**config.mk**
```make
export PLATFORM = sky130hd
export DESIGN_NAME = muldiv_seq
export DESIGN_NICKNAME = d
export VERILOG_FILES = /design/src/rtl/muldiv_seq.sv
export SDC_FILE = /design/constraint.sdc
export NUM_CORES = 1
export LEC_CHECK = 0
export CORE_MARGIN = 8
export CORE_UTILIZATION = 40
export CTS_CLUSTER_DIAMETER = 120
export DETAILED_ROUTE_END_ITERATION = 12
export DONT_BUFFER_PORTS = 1
export PLACE_DENSITY_LB_ADDON = 0.15
export SYNTH_ARGS = -nofsm -noshare
export SYNTH_HDL_FRONTEND = slang
export SYNTH_SLANG_ARGS = --single-unit
```
**constraint.sdc**
```tcl
create_clock -name clk -period 2.4 [get_ports clk]
set_input_delay 0.24 -clock clk [delete_from_list [all_inputs] [get_ports clk]]
set_output_delay 0.24 -clock clk [all_outputs]
set_load 0.1 [all_outputs]
```
**src/rtl/muldiv_seq.sv**
```systemverilog
// Iterative unsigned multiply (shift-add) / divide (restoring) unit.
// One iteration per cycle; R/flags are registered and change only on entry to DONE.
module muldiv_seq #(
  parameter int unsigned WIDTH = 8
) (
  input  logic                 clk,
  input  logic                 reset,
  input  logic                 start,
  input  logic                 op_div,
  input  logic [2*WIDTH-1:0]   A,
  input  logic [WIDTH-1:0]     B,
  output logic                 ready,
  output logic                 busy,
  output logic                 done,
  output logic [2*WIDTH-1:0]   R,
  output logic [3:0]           flags
);

  localparam int unsigned CW = $clog2(WIDTH + 1);

  typedef enum logic [1:0] {S_IDLE, S_BUSY, S_DONE} state_e;

  state_e               state_q;
  logic                 op_q;
  logic [WIDTH-1:0]     opnd_q;   // MUL: multiplicand, DIV: divisor
  logic [2*WIDTH-1:0]   acc_q;    // MUL: {partial, multiplier}, DIV: {rem, quo}
  logic [2*WIDTH-1:0]   acc_d;
  logic [CW-1:0]        cnt_q;
  logic                 ready_q, busy_q, done_q;
  logic [2*WIDTH-1:0]   r_q;
  logic [3:0]           flags_q;

  logic [WIDTH:0]       add_sum;
  logic [2*WIDTH:0]     shl;
  logic [WIDTH:0]       trial;
  logic [WIDTH:0]       diff;

  always_comb begin
    acc_d   = acc_q;
    add_sum = {1'b0, acc_q[2*WIDTH-1:WIDTH]};
    shl     = {acc_q, 1'b0};
    trial   = shl[2*WIDTH:WIDTH];
    diff    = trial - {1'b0, opnd_q};
    if (!op_q) begin
      if (acc_q[0]) add_sum = {1'b0, acc_q[2*WIDTH-1:WIDTH]} + {1'b0, opnd_q};
      acc_d = {add_sum, acc_q[WIDTH-1:1]};
    end else if (trial >= {1'b0, opnd_q}) begin
      // remainder stays below the divisor, so the difference fits in WIDTH bits
      acc_d = {diff[WIDTH-1:0], shl[WIDTH-1:1], 1'b1};
    end else begin
      acc_d = shl[2*WIDTH-1:0];
    end
  end

  always_ff @(posedge clk) begin
    if (reset) begin
      state_q <= S_IDLE;
      op_q    <= 1'b0;
      opnd_q  <= '0;
      acc_q   <= '0;
      cnt_q   <= '0;
      ready_q <= 1'b1;
      busy_q  <= 1'b0;
      done_q  <= 1'b0;
      r_q     <= '0;
      flags_q <= '0;
    end else begin
      done_q <= 1'b0;
      case (state_q)
        S_IDLE, S_DONE: begin
          if (start) begin
            op_q  <= op_div;
            cnt_q <= CW'(WIDTH);
            if (op_div) begin
              acc_q  <= A;
              opnd_q <= B;
            end else begin
              acc_q  <= {{WIDTH{1'b0}}, B};
              opnd_q <= A[WIDTH-1:0];
            end
            if (op_div && (B == '0)) begin
              state_q <= S_DONE;
              done_q  <= 1'b1;
              ready_q <= 1'b1;
              busy_q  <= 1'b0;
              r_q     <= A;
              flags_q <= 4'b1100;
            end else if (op_div && (A[2*WIDTH-1:WIDTH] >= B)) begin
              state_q <= S_DONE;
              done_q  <= 1'b1;
              ready_q <= 1'b1;
              busy_q  <= 1'b0;
              r_q     <= A;
              flags_q <= {A[WIDTH-1], 1'b1, 1'b0, (A == '0)};
            end else begin
              state_q <= S_BUSY;
              ready_q <= 1'b0;
              busy_q  <= 1'b1;
            end
          end else begin
            state_q <= S_IDLE;
            ready_q <= 1'b1;
            busy_q  <= 1'b0;
          end
        end
        S_BUSY: begin
          acc_q <= acc_d;
          cnt_q <= cnt_q - 1'b1;
          if (cnt_q == CW'(1)) begin
            state_q <= S_DONE;
            done_q  <= 1'b1;
            ready_q <= 1'b1;
            busy_q  <= 1'b0;
            r_q     <= acc_d;
            flags_q <= {(op_q ? acc_d[WIDTH-1] : acc_d[2*WIDTH-1]), 1'b0, 1'b0,
                        (acc_d == '0)};
          end
        end
        default: begin
          state_q <= S_IDLE;
          ready_q <= 1'b1;
          busy_q  <= 1'b0;
        end
      endcase
    end
  end

  assign ready = ready_q;
  assign busy  = busy_q;
  assign done  = done_q;
  assign R     = r_q;
  assign flags = flags_q;

endmodule

```
==> impl_metrics.ini, run 1 <==
[route]
vias_per_cell = 5.80
drc_errors = 0
wl_um = 12100
antenna_left = 0
first_iter_violations = 262
wl_per_cell_um = 19.4
drt-pass1-iter-count = 5
vias = 3626

[worst_setup_path]
crit_chain = ha_4, fa_2, a211oi_2, nor2_1, o21a_1, or3_1, a311oi_2, a311o_1, nand4b_1, o31ai_2
endpoint_kind = flop
worstPathArrival_ns = 2.74
r2r_slack_ns = -0.10
slowest_delay_ns = 0.36
startpoint_type = flop
endpoint = flags[0]
critPathMaxFanout = 4
critPathKind = flop to flop
critPathRequiredTime_ns = 2.64
crit_start = acc_q[8]
reg2reg_from = acc_q[8]
r2r-end = flags[0]
worst-r2r-cell-count = 10
cp_slowest_cell = dfxtp_2

[sta]
rsz0062_at_grt = yes
fin_ws_ns = -0.102
slew_viol_final = 0
skew_ns = 0.0131
setup_viol = 3
max_freq_mhz = 400
post-route-period-util_pct = 104
final_hold_viol_count = 0
maxSlewHeadroom_pct = 37.8
period_minus_slack_ns = 2.50
tightest_slew_ns = 0.931
hold_ws_ns = 0.0533

[logic_synthesis]
syn_nets = 522
synth_enable_flop_cells = 0
synth_seq_cells = 52
synth_flop_cell = dfxtp_1
yosys_warnings = 0
syn-mean-instance-area_sq_um = 7.72
syn_inst = 466
synth_area_sq_mm = 0.00360
synth_seq_area_share_pct = 28.9
async_flop_share_pct = 0
synth_cell_types = 57

[power_and_ir_drop]
p_per_area_mw_per_mm2 = 655
p_sw_share_pct = 39.2
p_sw_mw = 1.16
power.ir.vdd_worst_v = 0.000399
p_total_mw = 2.97
p_int_mw = 1.80
combPwrFrac_pct = 43.5
leakagePower_nw = 1.88
clock_power_share_pct = 22.2
p_seq_share_pct = 34.2

[clock_network]
cts_tree = built
cts-buffers-inserted = 5
clock-sinks = 52
cts_root_buf = clkbuf_8
clkTransAtPathRegs_ns = 0.11
clockBufferDepth = 2
clock_latency_ns = 0.31
h-tree-depth = 2

[die]
rows = 34
ioPinCount = 51
die_y_um = 111
core_sq_mm = 0.00872
die_w_um = 111
die_area_sq_mm = 0.0123
start_util_pct = 41.2

[final_layout]
final_nets = 572
diodes = 0
final_util_pct = 51.9
final_area_sq_mm = 0.00453
final_common_cell = buf_4
fillers = 863
seq_area_sq_mm = 0.00105
multi_input_area_sq_mm = 0.00255
syn_to_final_growth_pct = 25.9
mostFrequentLayoutCells = buf_4, nor2_1, dfxtp_1
drive_above_1_share_pct = 24.4

[grt]
grt_usage_pct = 19.1
grt_pass1_vias = 3524
antenna_found_initial = 0
grt_start_max_net_pins = 43
overflow = 0
grt_pass1_wl_um = 19400

[place]
place_ws_ns = -0.347
port_buffers = 0
hpwl_um = 8810
place_congestion = 0.879
dpl_cell_area_sq_mm = 0.00413

[outcome]
violations = setup timing
outcome = finished with violations

[hold_path]
worstHoldPathType = primary input to flop

[run]
drv_cap = 0
-- per-stage QoR --
step / setup TNS (ns) / cells
4_1_cts: -0.248 / 623
3_5_place_dp: -1.39 / 610
2_1_floorplan: 0 / 466
6_report: -0.246 / 625
5_1_grt: -1.55 / 625
3_3_place_gp: -0.641 / 610
-- synth_stat cells, types with 2 or more instances --
cell	number	area, sq um
a211oi_1	16	120
a21o_1	3	22.5
a21oi_1	48	240
a22o_1	3	26.3
a2bb2oi_1	4	35.0
a311oi_1	4	35.0
a31oi_1	3	18.8
and2_1	2	12.5
buf_1	2	7.51
clkbuf_1	24	90.1
dfxtp_1	52	1040
fa_1	2	40.0
ha_1	26	325
inv_1	30	113
mux2i_1	27	270
nand2_1	41	154
nand2b_1	4	25.0
nand3_1	10	50.1
nand4_1	4	25.0
nor2_1	48	180
nor2b_1	5	31.3
nor3_1	11	55.1
nor4_1	9	56.3
o211ai_1	7	52.6
o21ai_0	31	155
o21ai_1	3	15.0
o21bai_1	3	22.5
o22ai_1	3	18.8
or2_2	4	25.0
or3_1	3	18.8
or4_1	2	15.0
xnor2_1	2	17.5
xor2_1	6	52.6
-- cells by family (layout without fill, tap and decap cells) --
group	Yosys count	after routing	synth area share (%)
DFF	52	52	28.9
muxes	27	27	7.52
adders and majority gates	28	28	10.2
AOI/OAI and AO/OA	143	143	25.6
xor gates and xnor gates	8	8	1.95
buffers and inverters	57	108	6.05
and+or+nand+nor	150	150	19.7
other	1	1	0.104
-- state kept, by name (all words and copies together), names as in the netlist, 3 cells and up --
name and count:
R 16, opnd_q 8, cnt_q 4, flags 3
acc_q 16
-- timing repair --
item	CTS	global route
gates cloned	0	0
gates resized for setup	33	19
hold buffers	2	0
endpoints found under the setup margin	16	17
buffers inserted	3	2
hold endpoints to repair	42	0
pin swaps	14	9
-- area by class of cell --
| type | instances | area share, % |
|---|---|---|
| Timing Repair Buffer | 70 | 12.4 |
| Sequential cell | 52 | 23.2 |
| Multi-Input combinational cell | 357 | 56.3 |
| Clock buffer | 6 | 1.82 |
| Inverter | 30 | 2.49 |
| Clock inverter | 2 | 0.857 |
| Tap cell | 108 | 2.98 |
-- worst min-delay path by stage --
stage | start | to | slack [ns] | cells after the start
after floorplan | A[15] | acc_q[15] | 0.43 | 2
after global placement | reset | R[15] | 0.32 | 1
after detailed placement | reset | R[6] | 0.32 | 1
after CTS | op_div | op_q | 0.05 | 2
after global routing | op_div | op_q | 0.06 | 2
final | op_div | op_q | 0.05 | 2
-- metal layers --
layer	global-route usage (%)	vias up	part of all wire (%)	wire length (um)
met5	0	-	0	0
met4	5.05	0	1.7	207
met3	6.11	16	10	1230
met2	29.4	134	44	5370
met1	24.8	1697	44	5310
li1	-	1779	-	-
-- power by group through the flow --
stage                     sequential, mW  combinational, mW  clock, mW
after floorplan                     1.18              0.649          0
after global placement              1.03               1.12          0
after detailed placement            1.03               1.12          0
after CTS                           1.01               1.23      0.670
after global routing                1.03               1.39      0.703
final                               1.02               1.29      0.660
-- critical path, delay by kind of cell, from the launching register on --
kind | cells | cell delay, ns
compound gates | 5 | 1.04
simple gates | 3 | 0.53
fa+ha+maj | 2 | 0.50
flops | 1 | 0.36
Note: power is estimated with default switching activity, not from simulation.
==> run 2: changes to the inputs <==
--- a/config.mk
+++ b/config.mk
@@ -5,6 +5,7 @@
 export SDC_FILE = /design/constraint.sdc
 export NUM_CORES = 1
 export LEC_CHECK = 0
+export ABC_AREA = 1
 export CORE_MARGIN = 8
 export CORE_UTILIZATION = 40
 export CTS_CLUSTER_DIAMETER = 120
==> run 2 against run 1 <==
Effect of this change:
- the run now ends clean
- via count rose by 6.2%
- sequential cell count unchanged
- cell area decreased by 4.4%
- core utilization shrank 6.8 points
- synthesized cell count up 29%
- global-route usage is 0.12 points higher
- highest routed layer unchanged
==> impl_metrics.ini, run 2 <==
[route]
drc_errors = 0
drt-pass1-iter-count = 5
vias_per_cell = 5.10
vias = 3850
wl_per_cell_um = 16.3
antenna_left = 0
wl_um = 12300
first_iter_violations = 316

[worst_setup_path]
reg2reg_from = acc_q[12]
r2r_slack_ns = 0.16
startpoint_type = flop
critPathRequiredTime_ns = 2.61
critPathMaxFanout = 9
endpoint_kind = flop
worstPathArrival_ns = 2.45
worst-r2r-cell-count = 14
critPathKind = flop to flop
r2r-end = R[15]

[place]
port_buffers = 0
place_ws_ns = 0.102
dp_cells = 744
hpwl_um = 9800
dpl_cell_area_sq_mm = 0.00416
place_congestion = 0.920

[die]
start_util_pct = 40.4
die_y_um = 114
die_w_um = 114
rows = 36
core_sq_mm = 0.00959
ioPinCount = 51
die_area_sq_mm = 0.0131

[final_layout]
fillers = 1021
diodes = 0
final_util_pct = 45.1
syn_to_final_growth_pct = 11.7
drive_above_1_share_pct = 12.5
final_common_cell = nand2_1
seq_area_sq_mm = 0.00105
final_area_sq_mm = 0.00433
multi_input_area_sq_mm = 0.00235
fin_cells = 755
final_nets = 677
mostFrequentLayoutCells = nand2_1, inv_1, nor2_1

[clock_network]
clock-sinks = 52
cts-buffers-inserted = 5
cts_root_buf = clkbuf_8
clock_latency_ns = 0.32
cts_tree = built
h-tree-depth = 2
clkTransAtPathRegs_ns = 0.10
clockBufferDepth = 2

[logic_synthesis]
async_flop_share_pct = 0
syn-mean-instance-area_sq_um = 6.43
synth_seq_cells = 52
syn_inst = 602
synth_commonest_cells = nand2_1, inv_1, dfxtp_1, nor2_1, o21ai_0
syn_nets = 658
synth.top_cell.area_share_pct = 26.9
yosys_warnings = 0
synth_cell_types = 42
synth_top_area_cell = dfxtp_1
synth_seq_area_share_pct = 26.9
synth_flop_cell = dfxtp_1
synth_area_sq_mm = 0.00387
synth.most_common_cell = nand2_1
synth_enable_flop_cells = 0
yosys-top-cells-area = dfxtp_1, nand2_1, inv_1, ha_1, o21ai_0

[sta]
slew_viol_final = 0
maxSlewHeadroom_pct = 37.8
tns_ns = 0
post-route-period-util_pct = 93.3
tightest_slew_ns = 0.932
period_minus_slack_ns = 2.24
setup_viol = 0
skew_ns = 0.0133
fin_ws_ns = 0.161
max_freq_mhz = 447
final_hold_viol_count = 0
rsz0062_at_grt = no

[grt]
top_usage_layer = met2
grt_usage_pct = 19.2
overflow = 0
grt_start_max_net_pins = 27
grt_use_met2_pct = 30.9
gr-usage-met3_pct = 4.75
globalRouteMet1Util_pct = 25.5
grt_pass1_vias = 3688
antenna_found_initial = 0
grt_pass1_wl_um = 19900

[power_and_ir_drop]
p_int_mw = 1.69
power.ir.vdd_worst_v = 0.000331
p_sw_mw = 1.33
combPwrFrac_pct = 45.3
clock_power_share_pct = 20.8
p_sw_share_pct = 44.0
leakagePower_nw = 2.15
p_per_area_mw_per_mm2 = 696
p_seq_share_pct = 33.9

[hold_path]
worstHoldPathType = primary input to flop
whs_path_depth = 2
whs_endpoint = acc_q[12]
hp-start = A[12]

[outcome]
outcome = completed

[run]
drv_cap = 0
==> run 2: cell count changes after synthesis, moves of 9 or more <==
cell / change
o21ai_0: +18
mux2i_1: -27
inv_1: +62
nand3_2: +9
a211oi_1: -14
nand3_1: +38
nand2_1: +90
nor3_1: -9
clkbuf_1: -11
==> run 2: timing repair <==
| action | CTS | global route |
|---|---|---|
| hold endpoints to repair | 21 | 0 |
| resized for setup | 0 | 8 |
| endpoints found under the setup margin | 0 | 5 |
| buffers inserted | 0 | 1 |
| hold buffers | 2 | 0 |
==> run 2: power groups by stage <==
stage | Combinational [mW] | Clock, mW | Sequential, mW
2_1_floorplan | 0.810 | 0 | 1.23
3_3_place_gp | 1.31 | 0 | 1.04
3_5_place_dp | 1.31 | 0 | 1.04
4_1_cts | 1.32 | 0.635 | 1.02
5_1_grt | 1.51 | 0.666 | 1.03
6_report | 1.37 | 0.626 | 1.02
==> run 2: metrics by stage <==
stage                     hold WS, ns  total power [mW]
after detailed placement        0.318              2.34
after global routing            0.105              3.20
after global placement          0.317              2.35
after floorplan                 0.318              2.04
after CTS                       0.106              2.98
final                           0.106              3.01
==> run 2: how the worst max path moves through the flow <==
stage | from | to | depth (start not counted)
5_1_grt | opnd_q[4] | flags[0] | 17
2_1_floorplan | busy | acc_q[4] | 8
3_5_place_dp | opnd_q[4] | R[15] | 13
4_1_cts | opnd_q[4] | R[15] | 13
6_report | acc_q[12] | R[15] | 14
3_3_place_gp | acc_q[7] | flags[0] | 16
==> run 2: layout make-up <==
cell class	instances	area share, %
multi-input combinational	429	54.3
sequential	52	24.2
inverter	97	8.41
timing repair buffer	36	6.65
tap	133	3.85
clock buffer	6	1.68
clock inverter	2	0.896
==> run 2: per-layer routing <==
layer / part of all wire [%] / vias to the layer above
li1: - / 2002
met1: 47 / 1723
met2: 45 / 118
met3: 6.9 / 7
met4: 0.79 / 0
met5: 0 / -
==> run 2: worst max-delay path: stages (launching register included) <==
cell and delay (ns):
dfxtp_1 0.40, ha_2 0.42, nand2_1 0.08, inv_2 0.07, nand3_1 0.08, nor2_2 0.16, nor2_4 0.06, buf_12 0.14
nand2_8 0.09, nand3_1 0.11, a21oi_2 0.18, or2_1 0.14, nand3_1 0.07, nand3_1 0.08, inv_1 0.06
==> run 2: logic make-up (layout without fill, tap and decap cells) <==
kind of cell             after synthesis  in the layout  share of synthesized area, %
AND/OR/NAND/NOR                      275            275                          32.9
buffers and inverters                121            141                          12.7
flip-flops                            52             52                          26.9
XOR/XNOR                               6              6                          1.36
other                                  1              1                        0.0968
AO/OA/AOI/OAI                        119            119                          16.6
adder cells (fa/ha/maj)               28             28                          9.43
